[config.mk]
export PLATFORM = sky130hd
export DESIGN_NAME = r_point_empty_fwft
export DESIGN_NICKNAME = d
export VERILOG_FILES = /design/src/rtl/r_point_empty_fwft.sv
export SDC_FILE = /design/constraint.sdc
export NUM_CORES = 1
export LEC_CHECK = 0
export CORE_MARGIN = 10
export CORE_UTILIZATION = 47
export CTS_CLUSTER_DIAMETER = 60
export CTS_CLUSTER_SIZE = 8
export DETAILED_ROUTE_END_ITERATION = 12
export GPL_ROUTABILITY_DRIVEN = 0
export PLACE_DENSITY = 0.84
export RECOVER_POWER = 25
export SETUP_SLACK_MARGIN = 0.1
export SLEW_MARGIN = 20
export SYNTH_ARGS = -nofsm -noshare
export SYNTH_HDL_FRONTEND = slang
export SYNTH_SLANG_ARGS = --single-unit
[constraint.sdc]
create_clock -name r_clk -period 5.54 [get_ports r_clk]
set_input_delay 0.554 -clock r_clk [delete_from_list [all_inputs] [get_ports r_clk]]
set_output_delay 0.554 -clock r_clk [all_outputs]
set_load 0.02 [all_outputs]
[src/rtl/r_point_empty_fwft.sv]
// Read-domain side of the depth-8 async FIFO: Gray/binary read pointer, empty flag, fill level,
// and a first-word-fall-through output register with a valid/ready handshake.
//
// state    | meaning
// ---------+-------------------------------------------------------------
// ST_EMPTY | output register holds no word; out_valid=0
// ST_VALID | output register holds a word for the consumer; out_valid=1
module r_point_empty_fwft #(
    parameter int ADDR_WIDTH = 3,
    parameter int DATA_WIDTH = 8
) (
    input  logic                  r_clk,
    input  logic                  r_rstn,
    input  logic [ADDR_WIDTH:0]   rq2_wptr,
    input  logic [DATA_WIDTH-1:0] r_data_mem,
    input  logic                  out_ready,
    output logic [ADDR_WIDTH:0]   r_point,
    output logic [ADDR_WIDTH-1:0] r_addr,
    output logic                  r_empty,
    output logic [ADDR_WIDTH:0]   r_level,
    output logic                  out_valid,
    output logic [DATA_WIDTH-1:0] out_data
);

    localparam int PW = ADDR_WIDTH + 1;

    typedef enum logic {ST_EMPTY, ST_VALID} out_state_t;

    out_state_t    out_state;
    logic [PW-1:0] r_binary_reg;
    logic [PW-1:0] r_binary_next;
    logic [PW-1:0] r_gray_next;
    logic [PW-1:0] wptr_bin;
    logic          pop;

    function automatic logic [PW-1:0] gray2bin(input logic [PW-1:0] g);
        logic [PW-1:0] b;
        b[PW-1] = g[PW-1];
        for (int i = PW - 2; i >= 0; i--) begin
            b[i] = b[i+1] ^ g[i];
        end
        return b;
    endfunction

    // Pop depends only on registered empty, so the memory can never be underflowed.
    assign pop           = ~r_empty & (~out_valid | out_ready);
    assign r_binary_next = r_binary_reg + {{(PW-1){1'b0}}, pop};
    assign r_gray_next   = (r_binary_next >> 1) ^ r_binary_next;
    assign wptr_bin      = gray2bin(rq2_wptr);
    assign r_addr        = r_binary_reg[ADDR_WIDTH-1:0];

    always_ff @(posedge r_clk or negedge r_rstn) begin
        if (!r_rstn) begin
            r_binary_reg <= '0;
            r_point      <= '0;
            r_empty      <= 1'b1;
            r_level      <= '0;
        end else begin
            r_binary_reg <= r_binary_next;
            r_point      <= r_gray_next;
            r_empty      <= (r_gray_next == rq2_wptr);
            r_level      <= wptr_bin - r_binary_next;
        end
    end

    always_ff @(posedge r_clk or negedge r_rstn) begin
        if (!r_rstn) begin
            out_state <= ST_EMPTY;
            out_valid <= 1'b0;
            out_data  <= '0;
        end else begin
            case (out_state)
                ST_EMPTY: begin
                    if (pop) begin
                        out_data  <= r_data_mem;
                        out_valid <= 1'b1;
                        out_state <= ST_VALID;
                    end
                end
                ST_VALID: begin
                    if (out_ready) begin
                        if (pop) begin
                            out_data <= r_data_mem;
                        end else begin
                            out_valid <= 1'b0;
                            out_state <= ST_EMPTY;
                        end
                    end
                end
                default: begin
                    out_valid <= 1'b0;
                    out_state <= ST_EMPTY;
                end
            endcase
        end
    end

endmodule
==> metrics.cfg, run 1 <==
[run_status]
outcome=finished clean

[floorplanning]
die_area_um2=4398
die_y_um=66.32
start_util_pct=50.37
core_um2=2002
die_width_um=66.32
rows=16
ios=36

[layout]
fillCellCount=165
largest_register_ff_count=8
drive_above_1_share_pct=14.78
register_area_um2=551.8
final_nets=136
design_area_um2=1414
multi_input_area_um2=436.7
antennaDiodeCount=0
area_growth_pct=40.20

[power]
comb_power_share_pct=61.6
p_switching_uw=371.0
power.static_leakage_uw=0.0006100
internal_power_uw=551.2
p_sw_share_pct=40.23
p_per_area_nw_per_um2=652.2
vdd_drop_max_mv=0.3912
finalPower_uw=922.2
seqPwrFrac_pct=30.4
clkPwrFrac_pct=8.0

[cts]
cts_hold_buf=0
worstSkewPairLatency_ns=0.30
root_buffer=clkbuf_4
cts_setup_buffers=0
post_cts_resized=0
clkSinkCount=22
cts_tree=done
cts_htree_levels=1
cts_buffers=3
ctsLongestPathBuffers=2
clk_pin_slew_worst_paths_ns=0.11

[global_routing]
grt_use_total_pct=9.755
antenna_found_initial=0
gr-total-overflow=0
grt_first_pass_wirelength_mm=3.318
grt_pass1_vias=735
grt_max_degree=23

[drt]
remaining_drc_errors=0
via_per_inst=4.782
drt-total-wl_mm=2.069
ant_nets=0
num_vias=679
drt_iter0_drc=23
wl_per_cell_um=14.57
drtPass1Iterations=2

[synth]
syn_area_um2=1008
synth_top_area_share_pct=52.11
synthTopCellsByCount=dfrtp_1 (21), xnor2_1 (10), mux2_2 (8)
postSynth.asyncResetShare_pct=100.0
ys_ff_latch=22
yosysTopAreaCell=dfrtp_1
yosysSeqAreaShare_pct=54.71
yosys_warnings=0
ys.flop_type=dfrtp_1
synth.most_common_cell=dfrtp_1
synth_edf_count=0
syn_avg_cell_area_um2=13.10
synth_cell_type_count=24
synthTopCellsByArea=dfrtp_1 (52%), mux2_2 (8.9%), xnor2_1 (8.7%), ha_1 (6.2%), xor2_1 (4.3%)
syn_inst=77
syn-num-nets=97

[sta]
fin_skew_ns=0.004631
rsz0062_at_grt=false
setup_viol=0
hold_viol_final=0
worst_pin_slew_ns=0.9243
slew_headroom_pct=38.18
min_period_ns=2.752
max_freq_mhz=363.4
period_share_pct=49.67
fin_tns_setup_ns=0
maxSlewViolCount=0

[placement]
portBuffers=35
placed_cell_area_um2=1388
hpwl_mm=1.715

[worst_setup_path]
cpMostUsedCell=ha_1
slowest_delay_ns=0.57
slowest_stage=dlygate4sd3_1
crit_required_ns=5.77
worstPathCellList=dlygate4sd3_1 -> inv_1 -> a21oi_1 -> ha_1 -> ha_1 -> xnor2_1 -> ha_1 -> nor3b_1 -> a211oi_2 -> xnor2_1
start_kind=input port
worst-setup-path-type=input port to register
crit_arrival_ns=2.99
critical_path.max_fanout=3
cp-end-kind=register

[job]
cap_violations=0

[min_path]
min-delay-path-class=register to register

## stage by stage
step / hold WS [ns] / std cells / utilization (%) / setup WS, ns
after floorplan: 0.2584 / 77 / - / 3.298
after global placement: 0.4887 / 138 / 69.31 / 2.727
after detailed placement: 0.4957 / 138 / 69.31 / 2.582
after CTS: 0.5238 / 142 / 70.63 / 2.876
after global routing: 0.5321 / 142 / 70.63 / 2.649
final: 0.5185 / 142 / 70.63 / 2.788
## worst max-delay path: cells and delay by family
| family | cells | cell delay, ns |
|---|---|---|
| buf+inv | 2 | 0.66 |
| xor+xnor | 2 | 0.49 |
| compound gates | 2 | 0.32 |
| fa+ha+maj | 3 | 0.80 |
| simple gates | 1 | 0.16 |
## cell families after synthesis
| group | after synthesis | synth area share [%] |
|---|---|---|
| DFF | 22 | 54.71 |
| xor gates and xnor gates | 16 | 15.38 |
| and+or+nand+nor | 13 | 6.081 |
| muxes | 9 | 9.926 |
| AOI/OAI and AO/OA | 7 | 5.708 |
| buffers and inverters | 5 | 1.984 |
| adders and majority gates | 5 | 6.203 |
## per-layer routing
layer	global-route usage, %	up-vias	wire (µm)
met3	3.220	4	174
met2	17.46	24	1022
met4	4.712	0	36
met5	0	-	0
met1	9.872	321	836
li1	-	330	-
## final cells by class
type | count | area share [%]
well taps | 27 | 2.389
repair buffers | 35 | 24.78
inverters | 4 | 1.062
multi-input cells | 50 | 30.88
clock buffers | 4 | 1.858
flip-flops and latches | 22 | 39.03
## path summary, 6_finish.rpt
kind,start,to,slack (ns),cells past startpoint
min in group asynchronous,r_rstn,r_level[3],0.82,1
max in group asynchronous,r_rstn,out_data[1],4.16,1
max,out_ready,r_level[3],2.79,10
min,out_data[1],out_data[1],0.52,1
min reg2reg,out_data[1],out_data[1],0.52,1
max reg2reg,r_empty,r_level[3],3.14,8
## power by group through the flow
stage,Combinational [µW],Sequential [µW],Clock [µW]
floorplan,288,365,0
global placement,565,283,0
detailed placement,576,286,0
CTS,581,282,77.2
global route,621,290,80.5
finish,568,280,73.6
## placed cells by master (no fill, tap or decap), types with 2 or more instances in the layout
| cell | instances |
|---|---|
| dlygate4sd3_1 | 2 |
| clkdlybuf4s50_1 | 33 |
| nor2_1 | 7 |
| mux2_2 | 8 |
| clkbuf_4 | 3 |
| inv_1 | 4 |
| dfrtp_1 | 21 |
| xnor2_1 | 10 |
| ha_1 | 5 |
| xor2_1 | 5 |
No activity file was read; power rests on OpenSTA's default activity.
==> run 2, diff against run 1 <==
--- a/config.mk
+++ b/config.mk
@@ -6,12 +6,12 @@
 export NUM_CORES = 1
 export LEC_CHECK = 0
 export CORE_MARGIN = 10
-export CORE_UTILIZATION = 47
+export CORE_UTILIZATION = 43
 export CTS_CLUSTER_DIAMETER = 60
 export CTS_CLUSTER_SIZE = 8
 export DETAILED_ROUTE_END_ITERATION = 12
 export GPL_ROUTABILITY_DRIVEN = 0
-export PLACE_DENSITY = 0.84
+export PLACE_DENSITY = 0.78
 export RECOVER_POWER = 25
 export SETUP_SLACK_MARGIN = 0.1
 export SLEW_MARGIN = 20
==> constraint.sdc (replaced) <==
create_clock -name r_clk -period 2.9 [get_ports r_clk]
set_input_delay 0.29 -clock r_clk [delete_from_list [all_inputs] [get_ports r_clk]]
set_output_delay 0.29 -clock r_clk [all_outputs]
set_load 0.02 [all_outputs]
==> run 2 against run 1 <==
Compared with the run above:
- final cell count up 0.70%
- sequential power increased by 90%
- critical path type is now register to register
- non-clock buffer count stayed put
- power is 93% higher
- hold slack improved by 0.0017 ns
- global-route usage is 0.38 points lower
- via count rose by 1.3%
- sequential share of layout area is 0.31 points lower
- wire length rose by 0.97%
- flip-flop and latch count unchanged
- setup slack lost 2.3 ns
- clock-buffer cell count is the same
- highest routed layer unchanged
==> metrics.cfg, run 2 (synthesis results as in run 1) <==
[run_status]
outcome=finished clean  ; unchanged

[sta]
hold_viol_final=0  ; unchanged
max_freq_mhz=412.0
worst_pin_slew_ns=0.9513  ; was 0.9243 ns
maxSlewViolCount=0  ; unchanged
fin_tns_setup_ns=0  ; unchanged
setup_viol=0  ; unchanged
period_share_pct=83.69
fin_skew_ns=0.005566  ; was 0.004631 ns
slew_headroom_pct=36.37  ; was 38.18%
rsz0062_at_grt=false  ; unchanged
min_period_ns=2.427

[worst_setup_path]
cpMostUsedCell=ha_1  ; unchanged
cp-end-kind=register  ; unchanged
start_kind=register  ; was input port
crit_arrival_ns=2.67  ; was 2.99 ns
crit_required_ns=3.14  ; was 5.77 ns
slowest_stage=dfstp_1  ; was dlygate4sd3_1
worst-setup-path-type=register to register  ; was input port to register
critical_path.max_fanout=5  ; was 3
slowest_delay_ns=0.61  ; was 0.57 ns
worstPathCellList=a21oi_1 -> ha_1 -> ha_1 -> xnor2_1 -> ha_1 -> nor3b_1 -> a211oi_2 -> xnor2_1  ; was dlygate4sd3_1 -> inv_1 -> a21oi_1 -> ha_1 -> ha_1 -> xnor2_1 -> ha_1 -> nor3b_1 -> a211oi_2 -> xnor2_1

[floorplanning]
rows=17  ; was 16
ios=36  ; unchanged
die_area_um2=4683  ; was 4398 µm²
die_width_um=68.43  ; was 66.32 µm
start_util_pct=45.15  ; was 50.37%
die_y_um=68.43  ; was 66.32 µm
core_um2=2233  ; was 2002 µm²

[drt]
wl_per_cell_um=14.61  ; was 14.57 µm
via_per_inst=4.811  ; was 4.782
drtPass1Iterations=2  ; unchanged
remaining_drc_errors=0  ; unchanged
drt_iter0_drc=11  ; was 23
drt-total-wl_mm=2.089  ; was 2.069 mm
num_vias=688  ; was 679
ant_nets=0  ; unchanged

[placement]
dp_cells=139  ; was 138
portBuffers=35  ; unchanged
hpwl_mm=1.684  ; was 1.715 mm

[cts]
ctsLongestPathBuffers=2  ; unchanged
cts_htree_levels=1  ; unchanged
worstSkewPairLatency_ns=0.31  ; was 0.30 ns
cts_buffers=3  ; unchanged
cts_setup_buffers=0  ; unchanged
cts_tree=done  ; unchanged
clk_pin_slew_worst_paths_ns=0.12  ; was 0.11 ns
cts_hold_buf=0  ; unchanged
post_cts_resized=0  ; unchanged
root_buffer=clkbuf_4  ; unchanged
clkSinkCount=22  ; unchanged

[layout]
largest_register_ff_count=8  ; unchanged
antennaDiodeCount=0  ; unchanged
final_cell_mix=clkdlybuf4s50_1 (34), dfrtp_1 (21), xnor2_1 (10)  ; was clkdlybuf4s50_1 (33), dfrtp_1 (21), xnor2_1 (10)
final_nets=136  ; unchanged
area_growth_pct=41.32  ; was 40.20%
finalNonFillerCells=143  ; was 142
drive_above_1_share_pct=14.78  ; unchanged
fillCellCount=189  ; was 165
final_common_cell=clkdlybuf4s50_1  ; unchanged

[power]
p_sw_share_pct=39.76  ; was 40.23%
comb_power_share_pct=60.6  ; was 61.6%
seqPwrFrac_pct=29.9  ; was 30.4%
vdd_drop_max_mv=0.8353  ; was 0.3912 mV
p_per_area_nw_per_um2=1251  ; was 652.2 nW/µm²
internal_power_uw=1074  ; was 551.2 µW
finalPower_uw=1782  ; was 922.2 µW
p_switching_uw=708.7  ; was 371.0 µW
power.static_leakage_uw=0.0006160  ; was 0.0006100 µW
clkPwrFrac_pct=9.5  ; was 8.0%

[global_routing]
grt_max_degree=23  ; unchanged
antenna_found_initial=0  ; unchanged
grt_use_total_pct=9.378  ; was 9.755%
grt_first_pass_wirelength_mm=3.277  ; was 3.318 mm
gr-total-overflow=0  ; unchanged
grt_pass1_vias=730  ; was 735

[min_path]
min-delay-path-class=register to register  ; unchanged

[job]
cap_violations=0  ; unchanged

-- run 2: cell count changes in the layout (fill, tap and decap cells not counted) --
cell,previous run,this run
clkdlybuf4s50_1,33,34
clkbuf_8,0,1
dlygate4sd3_1,2,1
dfstp_1,0,1
dfstp_2,1,0
clkbuf_1,1,0
-- run 2: final timing paths --
path                             startpoint           to  slack [ns]  cells past startpoint
worst max-delay path                r_empty   r_level[3]        0.47                      8
worst min-delay path            out_data[2]  out_data[2]        0.52                      1
worst max register to register      r_empty   r_level[3]        0.47                      8
worst min register to register  out_data[2]  out_data[2]        0.52                      1
max in group asynchronous            r_rstn  out_data[0]        1.76                      1
min in group asynchronous            r_rstn  out_data[1]        0.56                      1
-- run 2: final cells by class --
cell class                 instances  area (µm²)  area share (%)
multi-input combinational         50       436.7           30.64
inverter                           4       15.01           1.054
sequential                        22       551.8           38.72
tap                               28       35.03           2.458
timing repair buffer              35       350.3           24.58
clock buffer                       4       36.28           2.546
-- run 2: worst max-delay path, delay by kind of cell (launching register included) --
kind | cells | cell delay, ns
flops | 1 | 0.61
simple gates | 1 | 0.17
xor+xnor | 2 | 0.47
fa+ha+maj | 3 | 0.79
compound gates | 2 | 0.32
-- run 2: metrics by stage --
stage / hold slack, ns / utilization [%] / setup slack (ns) / area [µm²]
2_1_floorplan: -0.005591 / - / 0.6576 / 1008
3_3_place_gp: 0.4878 / 62.18 / 0.3567 / 1389
3_5_place_dp: 0.4953 / 62.18 / 0.2304 / 1389
4_1_cts: 0.5230 / 63.81 / 0.4909 / 1425
5_1_grt: 0.5265 / 63.81 / 0.3059 / 1425
6_report: 0.5202 / 63.81 / 0.4730 / 1425
-- run 2: power groups by stage --
stage                     clock network [µW]  logic [µW]  registers, µW
after floorplan                            0         549            698
after global placement                     0        1080            540
after detailed placement                   0        1100            544
after CTS                                173        1110            538
after global routing                     190        1180            552
final                                    169        1080            533
-- run 2: layer usage --
| metal | vias up | GRT usage, % | part of all wire [%] |
|---|---|---|---|
| met1 | 316 | 10.58 | 44 |
| li1 | 334 | - | - |
| met2 | 34 | 13.94 | 41 |
| met4 | 0 | 5.779 | 1.5 |
| met5 | - | 0 | 0 |
| met3 | 4 | 4.568 | 13 |
==> run 3, diff against run 2 <==
--- a/config.mk
+++ b/config.mk
@@ -6,12 +6,12 @@
 export NUM_CORES = 1
 export LEC_CHECK = 0
 export CORE_MARGIN = 10
-export CORE_UTILIZATION = 43
+export CORE_UTILIZATION = 39
 export CTS_CLUSTER_DIAMETER = 60
 export CTS_CLUSTER_SIZE = 8
 export DETAILED_ROUTE_END_ITERATION = 12
 export GPL_ROUTABILITY_DRIVEN = 0
-export PLACE_DENSITY = 0.78
+export PLACE_DENSITY = 0.75
 export RECOVER_POWER = 25
 export SETUP_SLACK_MARGIN = 0.1
 export SLEW_MARGIN = 20
==> constraint.sdc (replaced) <==
create_clock -name r_clk -period 2 [get_ports r_clk]
set_input_delay 0.2 -clock r_clk [delete_from_list [all_inputs] [get_ports r_clk]]
set_output_delay 0.2 -clock r_clk [all_outputs]
set_load 0.02 [all_outputs]
==> run 3 against run 2 <==
Compared with the run above:
- core utilization grew 1.4 points
- via count grew 11%
- hold slack lost 0.29 ns
- fmax grew 24%
- final cell count grew 13%
- sequential share of layout area shrank 4.6 points
- global-route usage grew 0.36 points
- register-to-register slack lost 0.43 ns
==> metrics.cfg, run 3 (synthesis results as in run 1) <==
[run_status]
outcome=finished clean  ; unchanged

[sta]
max_freq_mhz=510.2  ; was 412.0 MHz
period_share_pct=98.00  ; was 83.69%
fin_tns_setup_ns=0  ; unchanged
setup_viol=0  ; unchanged
min_period_ns=1.960  ; was 2.427 ns
fin_skew_ns=0.004397  ; was 0.005566 ns
worst_pin_slew_ns=0.8225  ; was 0.9513 ns
slew_headroom_pct=45.17  ; was 36.37%
rsz0062_at_grt=true  ; was false
maxSlewViolCount=0  ; unchanged
hold_viol_final=0  ; unchanged
whs_ns=0.2339  ; was 0.5202 ns

[cts]
cts_htree_levels=1  ; unchanged
clk_pin_slew_worst_paths_ns=0.12  ; about the same
clkSinkCount=22  ; unchanged
ctsLongestPathBuffers=2  ; unchanged
worstSkewPairLatency_ns=0.30  ; was 0.31 ns
root_buffer=clkbuf_4  ; unchanged
cts_buffers=3  ; unchanged
cts_tree=done  ; unchanged

[drt]
drtPass1Iterations=2  ; unchanged
drt_iter0_drc=9  ; was 11
wl_per_cell_um=14.85  ; was 14.61 µm
via_per_inst=4.727  ; was 4.811
num_vias=761  ; was 688
routed-wl-met2_mm=1.174  ; was 863 µm
wl_met3_um=212  ; was 279 µm
remaining_drc_errors=0  ; unchanged
met1_length_um=976  ; was 914 µm
highest-signal-layer=met4  ; unchanged
ant_nets=0  ; unchanged
drt-total-wl_mm=2.391  ; was 2.089 mm

[layout]
area_growth_pct=60.17  ; was 41.32%
final_nets=152  ; was 136
utilization_pct=65.20  ; was 63.81%
drive_above_1_share_pct=32.06  ; was 14.78%
final_cell_mix=clkdlybuf4s50_1 (34), dfrtp_1 (21), buf_4 (15)  ; was clkdlybuf4s50_1 (34), dfrtp_1 (21), xnor2_1 (10)
largest_register_ff_count=8  ; unchanged
antennaDiodeCount=0  ; unchanged
design_area_um2=1615  ; was 1425 µm²
final_common_cell=clkdlybuf4s50_1  ; unchanged
fillCellCount=205  ; was 189

[global_routing]
gr-total-overflow=0  ; unchanged
antenna_found_initial=0  ; unchanged
grt_use_total_pct=9.735  ; was 9.378%
grt_pass1_vias=808  ; was 730
grt_max_degree=16  ; was 23
grt_first_pass_wirelength_mm=4.022  ; was 3.277 mm

[floorplanning]
rows=18  ; was 17
die_y_um=70.85  ; was 68.43 µm
ios=36  ; unchanged
start_util_pct=40.71  ; was 45.15%
die_width_um=70.85  ; was 68.43 µm
die_area_um2=5020  ; was 4683 µm²
core_um2=2477  ; was 2233 µm²

[worst_setup_path]
crit_required_ns=2.23  ; was 3.14 ns
worst-setup-path-type=register to register  ; unchanged
cp-end-kind=register  ; unchanged
critical_path.max_fanout=3  ; was 5
crit_arrival_ns=2.19  ; was 2.67 ns
start_kind=register  ; unchanged
rr_worst_depth=8  ; unchanged

[power]
vdd_drop_max_mv=1.329  ; was 0.8353 mV
p_per_area_nw_per_um2=1906  ; was 1251 nW/µm²
power.static_leakage_uw=0.0007016  ; was 0.0006160 µW

[job]
cap_violations=0  ; unchanged

[min_path]
min-delay-path-class=input port to asynchronous set/reset pin  ; was register to register

[placement]
portBuffers=35  ; unchanged
placed_cell_area_um2=1551  ; was 1389 µm²
hpwl_mm=1.987  ; was 1.684 mm

## run 3: metal layers
metal,vias up,GRT usage [%]
li1,367,-
met1,357,10.73
met2,33,16.42
met3,4,4.184
met4,0,3.226
met5,-,0
## run 3: report_power, final
| part | switching, µW | total, µW | leakage [µW] | internal, µW |
|---|---|---|---|---|
| registers | 135 | 799 | 0.000252 | 664 |
| clock network | 124 | 235 | 0.0000210 | 111 |
| logic | 902 | 2040 | 0.000429 | 1140 |
## run 3: per-stage QoR
step	power (µW)	std cells	worst slack, ns
2_1_floorplan	1933	77	0.03771
3_3_place_gp	2733	155	-0.1553
3_5_place_dp	2794	155	-0.2378
4_1_cts	3054	160	0.02462
5_1_grt	3332	161	-0.02385
6_report	3079	161	0.04001
## run 3: cell type report
class                   count  area (µm²)  share of cell area [%]
inverters                   4       15.01                  0.9295
repair buffers             51       466.7                   28.89
flip-flops and latches     22       551.8                   34.16
clock buffers               4       36.28                   2.246
well taps                  30       37.54                   2.324
multi-input cells          50       508.0                   31.45
## run 3: final timing paths
check                         startpoint               to  slack (ns)
setup reg to reg                 r_empty       r_level[3]        0.04
min in group r_clk         r_data_mem[7]      out_data[7]        0.51
hold reg to reg              out_data[3]      out_data[3]        0.52
max in group asynchronous         r_rstn  r_binary_reg[1]        0.71
setup / recovery                 r_empty       r_level[3]        0.04
hold / removal                    r_rstn      out_data[2]        0.23
## run 3: timing repair
action,in CTS,in global routing
resized for setup,0,4
setup endpoints to repair,2,2
gates cloned,0,0
hold buffers,0,0
buffers inserted,1,1
## run 3: critical path, cell delays in order (launching register included)
cell and delay, ns:
dfstp_2 0.57, a21oi_2 0.05, ha_2 0.20, ha_4 0.18
xnor2_4 0.19, ha_4 0.24, nor3b_4 0.14, a211oi_2 0.17
xnor2_1 0.14
